<file path="src/rtl/snake_pkg.sv">
// snake_pkg: shared types and constants for the snake game blocks
package snake_pkg;
  typedef logic [7:0] coord_t;
  localparam int MAX_LEN = 50;
  localparam coord_t INIT_APPLE = 8'hC5;
  typedef enum logic [1:0] {IDLE, SAMPLE, SCAN, COMMIT} place_state_t;
endpackage

</file>
<file path="src/rtl/apple_placement_ctrl_if.sv">
// apple_placement_ctrl_if: collision, random, body-port and apple signals of the placement controller
interface apple_placement_ctrl_if;
  import snake_pkg::*;
  logic good_coll;
  logic [3:0] rand_x, rand_y, x, y;
  logic [5:0] body_len, body_idx;
  coord_t body_seg, apple_cord;
  logic apple_valid, apple, busy, fallback;
  modport master (
    input good_coll, rand_x, rand_y, body_len, body_seg, x, y,
    output body_idx, apple_cord, apple_valid, apple, busy, fallback
  );
  modport slave (
    output good_coll, rand_x, rand_y, body_len, body_seg, x, y,
    input body_idx, apple_cord, apple_valid, apple, busy, fallback
  );
endinterface

</file>
<file path="src/rtl/rise_detect.sv">
// rise_detect: two-flop shift of a level flag with a one-cycle rising-edge pulse
module rise_detect (
  input  logic clk,
  input  logic reset,
  input  logic d,
  output logic rise
);
  logic q1, q2;
  always_ff @(posedge clk)
    if (reset) {q1, q2} <= 2'b00;
    else {q1, q2} <= {d, q1};
  assign rise = q1 & ~q2;
endmodule

</file>
<file path="src/rtl/apple_placement_ctrl.sv">
// apple_placement_ctrl: picks a free board cell for the next apple by scanning the snake body
module apple_placement_ctrl
  import snake_pkg::*;
#(
  parameter int unsigned RETRY_MAX = 15
) (
  input logic clk,
  input logic reset,
  apple_placement_ctrl_if.master bus
);
  place_state_t state;
  coord_t cand;
  logic [5:0] idx, len;
  logic [3:0] retry_cnt;
  logic seq_mode, rise, hit, last;
  rise_detect u_rise (.clk(clk), .reset(reset), .d(bus.good_coll), .rise(rise));
  assign len = bus.body_len > 6'(MAX_LEN) ? 6'(MAX_LEN) : bus.body_len;
  assign hit = bus.body_seg == cand;
  // wider compare also ends the scan if body_len shrinks below idx mid-search
  assign last = 7'(idx) + 7'd1 >= 7'(len);
  assign bus.body_idx = state == SCAN ? idx : 6'd0;
  assign bus.busy = state != IDLE;
  always_ff @(posedge clk) begin
    if (reset) begin
      state <= IDLE;
      cand <= '0;
      idx <= '0;
      retry_cnt <= '0;
      seq_mode <= 1'b0;
      bus.apple_cord <= INIT_APPLE;
      bus.apple_valid <= 1'b1;
      bus.apple <= 1'b0;
      bus.fallback <= 1'b0;
    end else begin
      bus.fallback <= 1'b0;
      bus.apple <= {bus.x, bus.y} == bus.apple_cord && bus.apple_valid && !(state == IDLE && rise);
      case (state)
        IDLE: if (rise) begin
          state <= SAMPLE;
          bus.apple_valid <= 1'b0;
          retry_cnt <= '0;
          seq_mode <= 1'b0;
        end
        SAMPLE: begin
          cand <= {bus.rand_x, bus.rand_y};
          idx <= '0;
          state <= len == 6'd0 ? COMMIT : SCAN;
        end
        SCAN: if (hit && !seq_mode && retry_cnt < 4'(RETRY_MAX - 1)) begin
          retry_cnt <= retry_cnt + 4'd1;
          state <= SAMPLE;
        end else if (hit) begin
          seq_mode <= 1'b1;
          bus.fallback <= !seq_mode;
          cand <= cand + 8'd1;
          idx <= '0;
        end else if (last) state <= COMMIT;
        else idx <= idx + 6'd1;
        COMMIT: begin
          bus.apple_cord <= cand;
          bus.apple_valid <= 1'b1;
          state <= IDLE;
        end
        default: state <= IDLE;
      endcase
    end
  end
endmodule

</file>
<file path="src/flat_wrapper.sv">
// flat-port wrapper written by rule: the top's interface ports become plain ports
module apple_placement_ctrl_flat import snake_pkg::*;
#(
  parameter int unsigned RETRY_MAX = 15
)
  (clk, reset, bus_good_coll, bus_rand_x, bus_rand_y, bus_body_len, bus_body_seg, bus_x, bus_y, bus_body_idx, bus_apple_cord, bus_apple_valid, bus_apple, bus_busy, bus_fallback);
  apple_placement_ctrl_if bus_i ();
  input logic clk;
  input logic reset;
  input wire logic [$bits(bus_i.good_coll)-1:0] bus_good_coll;
  input wire logic [$bits(bus_i.rand_x)-1:0] bus_rand_x;
  input wire logic [$bits(bus_i.rand_y)-1:0] bus_rand_y;
  input wire logic [$bits(bus_i.body_len)-1:0] bus_body_len;
  input wire logic [$bits(bus_i.body_seg)-1:0] bus_body_seg;
  input wire logic [$bits(bus_i.x)-1:0] bus_x;
  input wire logic [$bits(bus_i.y)-1:0] bus_y;
  output wire logic [$bits(bus_i.body_idx)-1:0] bus_body_idx;
  output wire logic [$bits(bus_i.apple_cord)-1:0] bus_apple_cord;
  output wire logic [$bits(bus_i.apple_valid)-1:0] bus_apple_valid;
  output wire logic [$bits(bus_i.apple)-1:0] bus_apple;
  output wire logic [$bits(bus_i.busy)-1:0] bus_busy;
  output wire logic [$bits(bus_i.fallback)-1:0] bus_fallback;
  assign bus_i.good_coll = bus_good_coll;
  assign bus_i.rand_x = bus_rand_x;
  assign bus_i.rand_y = bus_rand_y;
  assign bus_i.body_len = bus_body_len;
  assign bus_i.body_seg = bus_body_seg;
  assign bus_i.x = bus_x;
  assign bus_i.y = bus_y;
  assign bus_body_idx = bus_i.body_idx;
  assign bus_apple_cord = bus_i.apple_cord;
  assign bus_apple_valid = bus_i.apple_valid;
  assign bus_apple = bus_i.apple;
  assign bus_busy = bus_i.busy;
  assign bus_fallback = bus_i.fallback;
  apple_placement_ctrl #(.RETRY_MAX(RETRY_MAX)) u_core (.clk(clk), .reset(reset), .bus(bus_i));
endmodule
</file>
<file path="config.mk">
export PLATFORM = sky130hd
export DESIGN_NAME = apple_placement_ctrl_flat
export DESIGN_NICKNAME = d
export VERILOG_FILES = /design/src/rtl/snake_pkg.sv /design/src/rtl/apple_placement_ctrl_if.sv /design/src/rtl/rise_detect.sv /design/src/rtl/apple_placement_ctrl.sv /design/src/flat_wrapper.sv
export SDC_FILE = /design/constraint.sdc
export NUM_CORES = 1
export LEC_CHECK = 0
export BUFFER_PORTS_ARGS = -buffer_cell sky130_fd_sc_hd__buf_4
export CORE_AREA = 5 5 82 91
export CTS_BUF_LIST = sky130_fd_sc_hd__clkbuf_4
export DETAILED_ROUTE_END_ITERATION = 8
export DIE_AREA = 0 0 87 96
export PLACE_DENSITY = 0.54
export SETUP_SLACK_MARGIN = 0.1
export SLEW_MARGIN = 0
export SYNTH_ARGS = -nofsm -noshare
export SYNTH_HDL_FRONTEND = slang
export SYNTH_SLANG_ARGS = --single-unit
</file>
<file path="constraint.sdc">
create_clock -name clk -period 7.2 [get_ports clk]
set_input_delay 0.36 -clock clk [delete_from_list [all_inputs] [get_ports clk]]
set_output_delay 0.36 -clock clk [all_outputs]
set_load 0.05 [all_outputs]
</file>
; Yosys cells after proc, flatten, opt, wreduce, memory -nomap -nowiden
; Cells that the tools add are included.
[classes]
addsub = 4
order_cmp = 3
eq_ne = 12
mux = 23
n_bitwise = 4
reduce_logical = 20
[ops]
columns = operator, n
row1 = $mux 6, 5
row2 = $eq 8x8->1, 2
row3 = $mux 8, 2
row4 = $pmux 8 s2, 1
row5 = $pmux 6 s2, 1
row6 = $reduce_and 3->1, 4
row7 = $add 8x1->8 const B, 1
row8 = $mux 2, 4
row9 = $mux 4, 2
row10 = $pmux 2 s4, 1
row11 = $pmux 4 s2, 1
row12 = $reduce_bool 2->1, 4
row13 = $add 6x1->7 const B, 1
row14 = $ge 7x6->1, 1
row15 = $add 6x1->6 const B, 1
row16 = $gt 6x6->1 const B, 1
row17 = $logic_not 6->1, 1
row18 = $ne 3x2->1 const B, 2
row19 = $logic_and 1x1->1, 5
row20 = $add 4x1->4 const B, 1
row21 = $eq 2x2->1 const B, 2
row22 = $lt 4x4->1 const B, 1
row23 = $mux 1, 4
row24 = $ne 2x1->1 const B, 2
row25 = other kinds (11), 16
[word_totals]
register_bits = 34
in_bits = 33
output_inout_bits = 18
word_cells = 77

; Logic depth before layout (Yosys ltp)
; Gate-level depths: netlist of run 1.
[logic_depth]
depth_word = 7
ltp_mapped = 11
mapped_depth_nobuf = 10

; Hierarchy
; From an unflattened synthesis of run 1, not the netlist that was laid out.
[hier_totals]
hier_cells = 257
area_unflattened_um2 = 2168.3
[by_module_without_submodules]
columns = module, instances, cells_each, area_per_inst_um2, seq_area_each_um2
row1 = apple_placement_ctrl, 1, 252, 2107.0, 640.6
row2 = rise_detect, 1, 5, 61.3, 40.0

; Worst setup path after synthesis of run 1
; OpenSTA, ideal clock, no wires.
[synth_path]
path_kind = register to register
start = register u_core.idx[0]
end = register u_core.idx[4]
setup_time_ps = 71
arrival_ps = 2401
t_required_ps = 7129
slack_ps = 4728
stages_incl_launch_ff = 12
path_buffers = 1
period_less_slack_ps = 2472
path_cell_list = dfxtp_1 > ha_1 > nand3_1 > xnor2_1 > ha_1 > nand3_1 > nand2_1 > a41oi_1 > a41oi_2 > buf_2 > or4_1 > a21oi_1
[synth_via]
elab_chain_cells = 5
[synth_rtl]
columns = element, line
row1 = "start, declared", apple_placement_ctrl.sv:13  ; logic [5:0] idx, len;
row2 = "start signal, assigned", apple_placement_ctrl.sv:58  ; else idx <= idx + 6'd1;
row3 = branches (longest 5 deep; another with $add 6x1->7), n/a
; Several ways; the timed one is not identified. The select of a mux whose other input is x is not followed.
; A chain may end at the register's enable or synchronous reset.

; Worst setup path in the final report of run 1
; Ends and elaborated chain as after synthesis.

==> reports/results.md, run 1 <==
| Group | Parameter | Reported |
|:---|:---|:---|
| finish | Count of nets after finishing | 344 |
| timing | Final worst path period share | 39.8% |
| timing | Minimum period implied by the final worst setup slack | 2870 ps |
| die | Initial core utilization | 32.8% |
| worst setup path | Required time of the critical path | 7480 ps |
| synthesis | Netlist Area Pre-Place | 2120 um2 |
| global routing | Number of antenna violations at the first check in global routing | 0 |
| global routing | Number of global-route vias before repair | 1846 |
| cts | Number of buffers added to fix hold violations after cts | 0 |
| worst setup path | Largest stage delay on the critical path | 540 ps |
| cts | Clock tree from TritonCTS | yes |
| cts | Inserted Clock Buffers | 5 |
| timing | Setup violations, final | 0 |
| finish | Fraction of final layout cells with drive strength greater than 1 | 22.1% |
| synthesis | Post-synth ARST share | 0% |
| route | Count of TritonRoute iterations in the first routing pass | 4 |
| worst setup path | Type of element capturing the critical path | flip-flop |
| global routing | All-layer global routing usage | 13.1% |
| finish | Area Overhead vs Synth | 22.7% |
| timing | Minimum hold slack | 220 ps |
| timing | Setup repair after global routing missed its margin | false |
| route | Average wire per standard cell | 13.7 um |
| worst setup path | Worst-path maximum fanout | 12 |
| global routing | Maximum number of pins on one net before global-route repair | 37 |
| route | Number of vias in the routed layout | 1882 |
| route | Number of violations reported at the end of detailed-routing iteration 0 | 99 |
| power and ir drop | Static power due to leakage | 1.05 nW |
| timing | Worst slew slack as a fraction of its limit | 49.9% |
| worst setup path | Class of the most critical setup path | flip-flop to flip-flop |
| outcome | Outcome | complete, no violations |
| die | Die outline width | 87 um |
| cts | Number of buffers added for setup after CTS | 0 |
| timing | Count of endpoints failing hold in the final timing report | 0 |
| cts | CTS Sinks | 34 |
| cts | Clock latency on the worst-skew pair | 340 ps |
| worst setup path | Sort of element at the start of the critical path | flip-flop |
| placement | Final Wtd Congestion | 0.772 |
| route | Routed vias/inst | 4.95 |
| cts | Library cell used as clock root buffer | sky130_fd_sc_hd__clkbuf_4 |
| die | Core area | 6480 um2 |
| finish | Cell area after layout | 2610 um2 |
| worst setup path | Slowest stage cell, crit path | sky130_fd_sc_hd__or4_1 |
| die | Die Span Y | 96 um |
| synthesis | Sequential share of the synthesized area | 32.1% |
| timing | Actual slew at the worst max-slew pin | 751 ps |
| timing | Worst clock skew | 7.36 ps |
| worst setup path | Cell Chain, Critical Path | ha_1 -> nand3_1 -> xnor2_1 -> ha_1 -> nand3_1 -> nand2_1 -> a41oi_1 -> a41oi_2 -> or4_1 -> a21oi_1 |
| synthesis | Cells after synthesis | 251 |
| worst setup path | Worst EP arrival | 3150 ps |
| die | Top Ports | 51 |
| job | Maximum Capacitance Violations | 0 |
| cts | Resize count post-CTS | 0 |
| route | Final wirelength | 5200 um |
| synthesis | Post-Synthesis Mean Instance Area | 8.46 um2 |
| cts | Total number of H-tree levels | 2 |
| synthesis | Synthesis-stage register bit count | 34 |
| synthesis | Most frequently used flop master after synthesis | sky130_fd_sc_hd__dfxtp_1 |
| synthesis | Number of flops mapped to enable cells by yosys | 0 |
| cts | Clock input transition at the sequential cells of the worst setup and hold paths | 110 ps |
| power and ir drop | Peak ir drop on the vdd network | 0.115 mV |
| placement | Port bufs | 50 |
| placement | Placed cell areas | 2550 um2 |
| global routing | Congestion Overflow GR | 0 |
| cts | Clock Tree Buf Depth | 2 |
| timing | Total negative setup slack | 0 ps |
| global routing | Global-route wire length before repair | 8620 um |
| hold path | Tightest Hold Check Type | input port to flip-flop |
| route | Remaining antenna violation count | 0 |
| synthesis | Warning count from the yosys run | 0 |
| die | # rows | 31 |
| finish | Number of antenna repair diodes | 0 |
| power and ir drop | Total power divided by cell area | 271 nW/um2 |
| timing | Final slew viol count | 0 |
| finish | Final-layout fill cell count | 658 |
| synthesis | Post-Syn Nets | 298 |
| synthesis | Count of different cell masters after synthesis | 49 |
| route | DRC violations left | 0 |
| timing | Maximum clock rate | 349 MHz |
| die | Die outline area | 8350 um2 |
| placement | Post-DP HPWL | 3950 um |
-- path summary, 6_finish.rpt --
kind / cells past startpoint / to / startpoint / slack (ps)
setup / recovery: 10 / u_core.idx[4]$_SDFFE_PP0P_ / u_core.idx[0]$_SDFFE_PP0P_ / 4330
hold / removal: 2 / u_core.u_rise.q1$_SDFF_PP0_ / bus_good_coll / 220
setup reg to reg: 10 / u_core.idx[4]$_SDFFE_PP0P_ / u_core.idx[0]$_SDFFE_PP0P_ / 4330
hold reg to reg: 2 / u_core.u_rise.q2$_SDFF_PP0_ / u_core.u_rise.q1$_SDFF_PP0_ / 470
-- routing by layer --
layer,wire [um],GRT usage [%],share of wire (%),up-vias
met3,298,3.94,5.7,6
li1,-,-,-,983
met2,2430,21.6,47,45
met5,0,0,0,-
met4,76,4.68,1.5,0
met1,2390,16.2,46,848
-- cells in the mapped netlist, types with 3 or more instances --
| cell type | number | area share, % |
|---|---|---|
| sky130_fd_sc_hd__a211o_1 | 4 | 1.6 |
| sky130_fd_sc_hd__a21oi_1 | 19 | 4.5 |
| sky130_fd_sc_hd__a31oi_1 | 4 | 1.2 |
| sky130_fd_sc_hd__and2_1 | 8 | 2.4 |
| sky130_fd_sc_hd__and3_1 | 3 | 0.88 |
| sky130_fd_sc_hd__clkbuf_1 | 7 | 1.2 |
| sky130_fd_sc_hd__dfxtp_1 | 34 | 32 |
| sky130_fd_sc_hd__ha_1 | 14 | 8.2 |
| sky130_fd_sc_hd__inv_1 | 9 | 1.6 |
| sky130_fd_sc_hd__mux2i_1 | 7 | 3.3 |
| sky130_fd_sc_hd__nand2_1 | 21 | 3.7 |
| sky130_fd_sc_hd__nand3_1 | 7 | 1.6 |
| sky130_fd_sc_hd__nor2_1 | 23 | 4.1 |
| sky130_fd_sc_hd__nor2b_1 | 6 | 1.8 |
| sky130_fd_sc_hd__nor3_1 | 7 | 1.6 |
| sky130_fd_sc_hd__nor4_1 | 3 | 0.88 |
| sky130_fd_sc_hd__o21ai_0 | 7 | 1.6 |
| sky130_fd_sc_hd__o32ai_1 | 4 | 1.6 |
| sky130_fd_sc_hd__or3_1 | 3 | 0.88 |
| sky130_fd_sc_hd__or4_1 | 3 | 1.1 |
| sky130_fd_sc_hd__xnor2_1 | 14 | 5.8 |
| sky130_fd_sc_hd__xor2_1 | 7 | 2.9 |
-- layout make-up --
class                   count  area [um2]  share of cell area [%]
clock buffers               5        37.5                    1.44
clock inverters             3        16.3                   0.624
inverters                   9        33.8                    1.30
multi-input cells         197        1360                    52.2
flip-flops and latches     34         681                    26.1
well taps                  82         103                    3.94
repair buffers             50         375                    14.4
-- cells in the final DEF, fill, tap and decap left out, types with 2 or more instances in the layout --
cell,Yosys,final
sky130_fd_sc_hd__o21a_1,2,2
sky130_fd_sc_hd__or4_1,3,3
sky130_fd_sc_hd__nor2b_1,6,6
sky130_fd_sc_hd__nor4_1,3,3
sky130_fd_sc_hd__and2_1,8,8
sky130_fd_sc_hd__nand4_2,2,2
sky130_fd_sc_hd__nand3b_1,2,2
sky130_fd_sc_hd__o21ai_0,7,7
sky130_fd_sc_hd__xnor2_1,14,14
sky130_fd_sc_hd__or2b_1,2,2
sky130_fd_sc_hd__clkbuf_4,0,5
sky130_fd_sc_hd__o21bai_1,2,2
sky130_fd_sc_hd__mux2i_1,7,7
sky130_fd_sc_hd__a21oi_1,19,19
sky130_fd_sc_hd__and3_1,3,3
sky130_fd_sc_hd__ha_1,14,14
sky130_fd_sc_hd__or3_1,3,3
sky130_fd_sc_hd__nand2b_1,2,2
sky130_fd_sc_hd__dfxtp_1,34,34
sky130_fd_sc_hd__buf_4,0,50
sky130_fd_sc_hd__nor2_1,23,23
sky130_fd_sc_hd__a31oi_1,4,4
sky130_fd_sc_hd__o32ai_1,4,4
sky130_fd_sc_hd__nand3_1,7,7
sky130_fd_sc_hd__a211o_1,4,4
sky130_fd_sc_hd__nor3_1,7,7
sky130_fd_sc_hd__a41oi_1,2,2
sky130_fd_sc_hd__nand2_1,21,21
sky130_fd_sc_hd__or2_2,2,2
sky130_fd_sc_hd__xor2_1,7,7
sky130_fd_sc_hd__o31ai_1,2,2
sky130_fd_sc_hd__inv_1,9,9
-- metrics by stage --
step	setup WS, ps	cells	util (%)	total power (W)
6_report	4330	380	40.2	0.000706
5_1_grt	4100	380	40.2	0.000764
4_1_cts	4330	380	40.2	0.000715
3_5_place_dp	4340	372	39.4	0.000607
3_3_place_gp	4360	372	39.4	0.000607
2_1_floorplan	4730	251	-	0.000520
-- critical path, delay by kind of cell, from the launching register on --
family	cells	cell delay, ps
simple gates	4	830
compound gates	3	770
fa+ha+maj	2	600
flops	1	450
xor+xnor	1	170
-- cells by family (layout without fill, tap and decap cells) --
group | after synthesis | count (layout) | synth area share [%]
mux | 7 | 7 | 3.30
flops | 34 | 34 | 32.1
simple gates | 98 | 98 | 24.8
compound gates | 57 | 57 | 19.0
buf+inv | 20 | 67 | 3.95
xor+xnor | 21 | 21 | 8.66
fa+ha+maj | 14 | 14 | 8.25
-- power by group --
part | total, W | switching [W] | leakage, nW | internal (W)
clock | 0.000105 | 0.0000685 | 0.0286 | 0.0000363
combinational | 0.000336 | 0.000206 | 0.745 | 0.000130
sequential | 0.000265 | 0.0000460 | 0.277 | 0.000219
total | 0.000706 | 0.000321 | 1.05 | 0.000385
-- registers in the layout, summed over array words and instances (netlist names) --
| register | cells |
|---|---|
| u_core.u_rise.q1 | 1 |
| u_core.bus.apple_valid | 1 |
| u_core.cand | 8 |
| u_core.bus.apple | 1 |
| u_core.seq_mode | 1 |
| u_core.idx | 6 |
| u_core.state | 2 |
| u_core.bus.fallback | 1 |
| u_core.u_rise.q2 | 1 |
| u_core.bus.apple_cord | 8 |
| u_core.retry_cnt | 4 |
No activity file was read; power rests on OpenSTA's default activity.
==> run 2: changes to the inputs <==
- PLACE_DENSITY: 0.54 -> 0.56
- clock period: 7.2 -> 2.55 ns (I/O delays scaled with it)
==> run 2 against run 1 <==
  * Global-route usage up 0.82 points
  * First-iteration DRC count down 28%
  * Critical endpoint unchanged
  * Fmax up 17%
  * Hold slack worse by 130 ps
  * Largest cell class unchanged
  * Cell area up 12%
  * Power rose to 3.2 times the previous value
==> reports/results.md, run 2 (same netlist as run 1, synthesis figures left out) <==
| Group | Parameter | Reported | Delta |
|:---|:---|:---|:---|
| worst setup path | Largest stage delay on the critical path | 530 ps | was 540 ps |
| route | Average wire per standard cell | 14.4 um | was 13.7 um |
| route | Number of violations reported at the end of detailed-routing iteration 0 | 71 | was 99 |
| worst setup path | Class of the most critical setup path | flip-flop to flip-flop | unchanged |
| cts | Inserted Clock Buffers | 5 | unchanged |
| route | Remaining antenna violation count | 0 | unchanged |
| route | Routed length on met1 | 2610 um | was 2390 um |
| power and ir drop | Static power due to leakage | 1.18 nW | was 1.05 nW |
| cts | Clock tree from TritonCTS | yes | unchanged |
| die | Die outline area | 8350 um2 | unchanged |
| timing | Worst slew slack as a fraction of its limit | 52.3% | was 49.9% |
| cts | Library cell used as clock root buffer | sky130_fd_sc_hd__clkbuf_4 | unchanged |
| placement | Post-DP HPWL | 4120 um | was 3950 um |
| route | Routed vias/inst | 5.14 | was 4.95 |
| route | Number of vias in the routed layout | 2068 | was 1882 |
| worst setup path | Worst-case register-to-register setup slack | 100 ps | was 4330 ps |
| timing | Final slew viol count | 0 | unchanged |
| worst setup path | Sort of element at the start of the critical path | flip-flop | unchanged |
| die | Core area | 6480 um2 | unchanged |
| hold path | Endpoint, Worst Hold | u_core.bus.apple$_SDFF_PP0_ | was u_core.u_rise.q1$_SDFF_PP0_ |
| die | Die outline width | 87 um | unchanged |
| timing | Worst clock skew | 9.33 ps | was 7.36 ps |
| timing | Final worst path period share | 96.0% | was 39.8% |
| finish | Area Overhead vs Synth | 37.4% | was 22.7% |
| cts | Clock Tree Buf Depth | 2 | unchanged |
| global routing | Global-route wire length before repair | 9200 um | was 8620 um |
| global routing | Congestion Overflow GR | 0 | unchanged |
| worst setup path | Critical R2R Capture | u_core.idx[4]$_SDFFE_PP0P_ | unchanged |
| placement | Port bufs | 50 | unchanged |
| cts | Clock latency on the worst-skew pair | 340 ps | about the same |
| global routing | All-layer global routing usage | 13.9% | was 13.1% |
| worst setup path | Worst EP arrival | 2730 ps | was 3150 ps |
| placement | Placed cell areas | 2670 um2 | was 2550 um2 |
| worst setup path | Required time of the critical path | 2830 ps | was 7480 ps |
| finish | Registers with the highest flip-flop counts | u_core.bus.apple_cord (8), u_core.cand (8), u_core.idx (6) | unchanged |
| worst setup path | Cell Chain, Critical Path | and3_4 -> nand3_4 -> xnor2_4 -> ha_4 -> a31oi_1 -> a41oi_4 -> or4_1 -> a21oi_2 | was ha_1 -> nand3_1 -> xnor2_1 -> ha_1 -> nand3_1 -> nand2_1 -> a41oi_1 -> a41oi_2 -> or4_1 -> a21oi_1 |
| route | Routed wl met2 | 2720 um | was 2430 um |
| worst setup path | Origin of the critical flop-to-flop path | u_core.idx[1]$_SDFFE_PP0P_ | was u_core.idx[0]$_SDFFE_PP0P_ |
| timing | Minimum hold slack | 93.5 ps | was 220 ps |
| global routing | Maximum number of pins on one net before global-route repair | 37 | unchanged |
| route | Detailed route wirelength on metal3 | 372 um | was 298 um |
| worst setup path | Slowest stage cell, crit path | sky130_fd_sc_hd__or4_1 | unchanged |
| hold path | Cell count of the worst hold path | 4 | was 2 |
| die | Initial core utilization | 32.8% | unchanged |
| die | Top Ports | 51 | unchanged |
| route | DRC violations left | 0 | unchanged |
| finish | Post-layout utilization of the core | 45.0% | was 40.2% |
| timing | Actual slew at the worst max-slew pin | 710 ps | was 751 ps |
| cts | CTS Sinks | 34 | unchanged |
| global routing | Number of antenna violations at the first check in global routing | 0 | unchanged |
| cts | Total number of H-tree levels | 2 | unchanged |
| timing | Setup violations, final | 0 | unchanged |
| power and ir drop | Total power divided by cell area | 785 nW/um2 | was 271 nW/um2 |
| timing | Setup repair after global routing missed its margin | true | was false |
| finish | Cell area after layout | 2920 um2 | was 2610 um2 |
| global routing | Number of global-route vias before repair | 1926 | was 1846 |
| worst setup path | Type of element capturing the critical path | flip-flop | unchanged |
| power and ir drop | Peak ir drop on the vdd network | 0.365 mV | was 0.115 mV |
| die | Die Span Y | 96 um | unchanged |
| worst setup path | Worst-path maximum fanout | 5 | was 12 |
| timing | Count of endpoints failing hold in the final timing report | 0 | unchanged |
| outcome | Outcome | complete, no violations | unchanged |
| finish | Number of antenna repair diodes | 0 | unchanged |
| route | Top routing layer used | met4 | unchanged |
| finish | Top library cells by usage in the layout, fill and taps aside | sky130_fd_sc_hd__buf_4 (69), sky130_fd_sc_hd__dfxtp_1 (31), sky130_fd_sc_hd__nor2_1 (23) | was sky130_fd_sc_hd__buf_4 (50), sky130_fd_sc_hd__dfxtp_1 (34), sky130_fd_sc_hd__nor2_1 (23) |
| timing | Total negative setup slack | 0 ps | unchanged |
| route | Final wirelength | 5780 um | was 5200 um |
| finish | Most common cell after layout, fill and taps aside | sky130_fd_sc_hd__buf_4 | unchanged |
| finish | Fraction of final layout cells with drive strength greater than 1 | 31.6% | was 22.1% |
| route | Count of TritonRoute iterations in the first routing pass | 6 | was 4 |
| placement | Final Wtd Congestion | 0.823 | was 0.772 |
| hold path | Tightest Hold Check Type | input port to flip-flop | unchanged |
| worst setup path | Logic depth of the worst register-to-register path | 8 | was 10 |
| die | # rows | 31 | unchanged |
| hold path | Startpoint of the most critical hold path | bus_x[2] | was bus_good_coll |
| cts | Clock input transition at the sequential cells of the worst setup and hold paths | 110 ps | about the same |
| timing | Maximum clock rate | 409 MHz | was 349 MHz |
| job | Maximum Capacitance Violations | 0 | unchanged |
| timing | Minimum period implied by the final worst setup slack | 2450 ps | was 2870 ps |
| finish | Count of nets after finishing | 366 | was 344 |
==> run 2: changes by cell type in the layout (fill, tap and decap cells not counted), sizes merged <==
cell / previous run / this run
clkinvlp: 1 / 0
dlygate4sd3: 0 / 1
a41oi: 3 / 4
buf: 50 / 70
clkbuf: 5 / 6
==> run 2: worst max-delay path by stage <==
| stage | from | endpoint | slack [ps] | cells past startpoint |
|---|---|---|---|---|
| after floorplan | u_core.idx[0]$_SDFFE_PP0P_ | u_core.idx[4]$_SDFFE_PP0P_ | 120 | 11 |
| after global placement | u_core.idx[0]$_SDFFE_PP0P_ | u_core.idx[4]$_SDFFE_PP0P_ | 40 | 10 |
| after detailed placement | u_core.idx[0]$_SDFFE_PP0P_ | u_core.idx[2]$_SDFFE_PP0P_ | -40 | 9 |
| after CTS | u_core.idx[0]$_SDFFE_PP0P_ | u_core.idx[3]$_SDFFE_PP0P_ | 100 | 10 |
| after global routing | u_core.idx[1]$_SDFFE_PP0P_ | u_core.idx[1]$_SDFFE_PP0P_ | -1 | 11 |
| final | u_core.idx[1]$_SDFFE_PP0P_ | u_core.idx[4]$_SDFFE_PP0P_ | 100 | 8 |
==> run 2: what timing repair did <==
action,4_1_cts,5_1_grt
gates cloned,1,0
buffers inserted,4,2
hold endpoints to repair,1,0
endpoints found under the setup margin,6,7
pin swaps,9,15
hold buffers,1,0
resized for setup,8,14
==> run 2: metal layers <==
layer / global-route usage [%] / vias up
li1: - / 1040
met1: 17.3 / 968
met2: 23.2 / 53
met3: 4.45 / 7
met4: 3.90 / 0
met5: 0 / -
==> run 2: layout make-up <==
type | instances | area [um2]
Clock buffer | 6 | 45.0
Multi-Input combinational cell | 198 | 1500
Clock inverter | 2 | 8.76
Tap cell | 82 | 103
Timing Repair Buffer | 71 | 539
Sequential cell | 34 | 689
Fill cell | 664 | 3560
Inverter | 9 | 33.8
==> run 2: worst max-delay path, delay by kind of cell, from the launching register on <==
family	cells	cell delay, ps
compound gates	3	840
xor+xnor	1	160
fa+ha+maj	1	170
flops	1	390
simple gates	3	850
==> run 2: where the power goes <==
part           leakage [nW]  internal [W]  switching, W  total, W
logic                 0.870      0.000553      0.000721   0.00127
registers             0.279      0.000619     0.0000960  0.000715
clock network        0.0331      0.000114      0.000187  0.000302
total                  1.18       0.00129       0.00100   0.00229
==> run 2: metrics by stage <==
stage / power, W / std cells / setup slack (ps)
2_1_floorplan: 0.00147 / 251 / 121
3_3_place_gp: 0.00180 / 386 / 43.5
3_5_place_dp: 0.00181 / 386 / -41.2
4_1_cts: 0.00227 / 400 / 97.8
5_1_grt: 0.00246 / 402 / -1.34
6_report: 0.00229 / 402 / 102
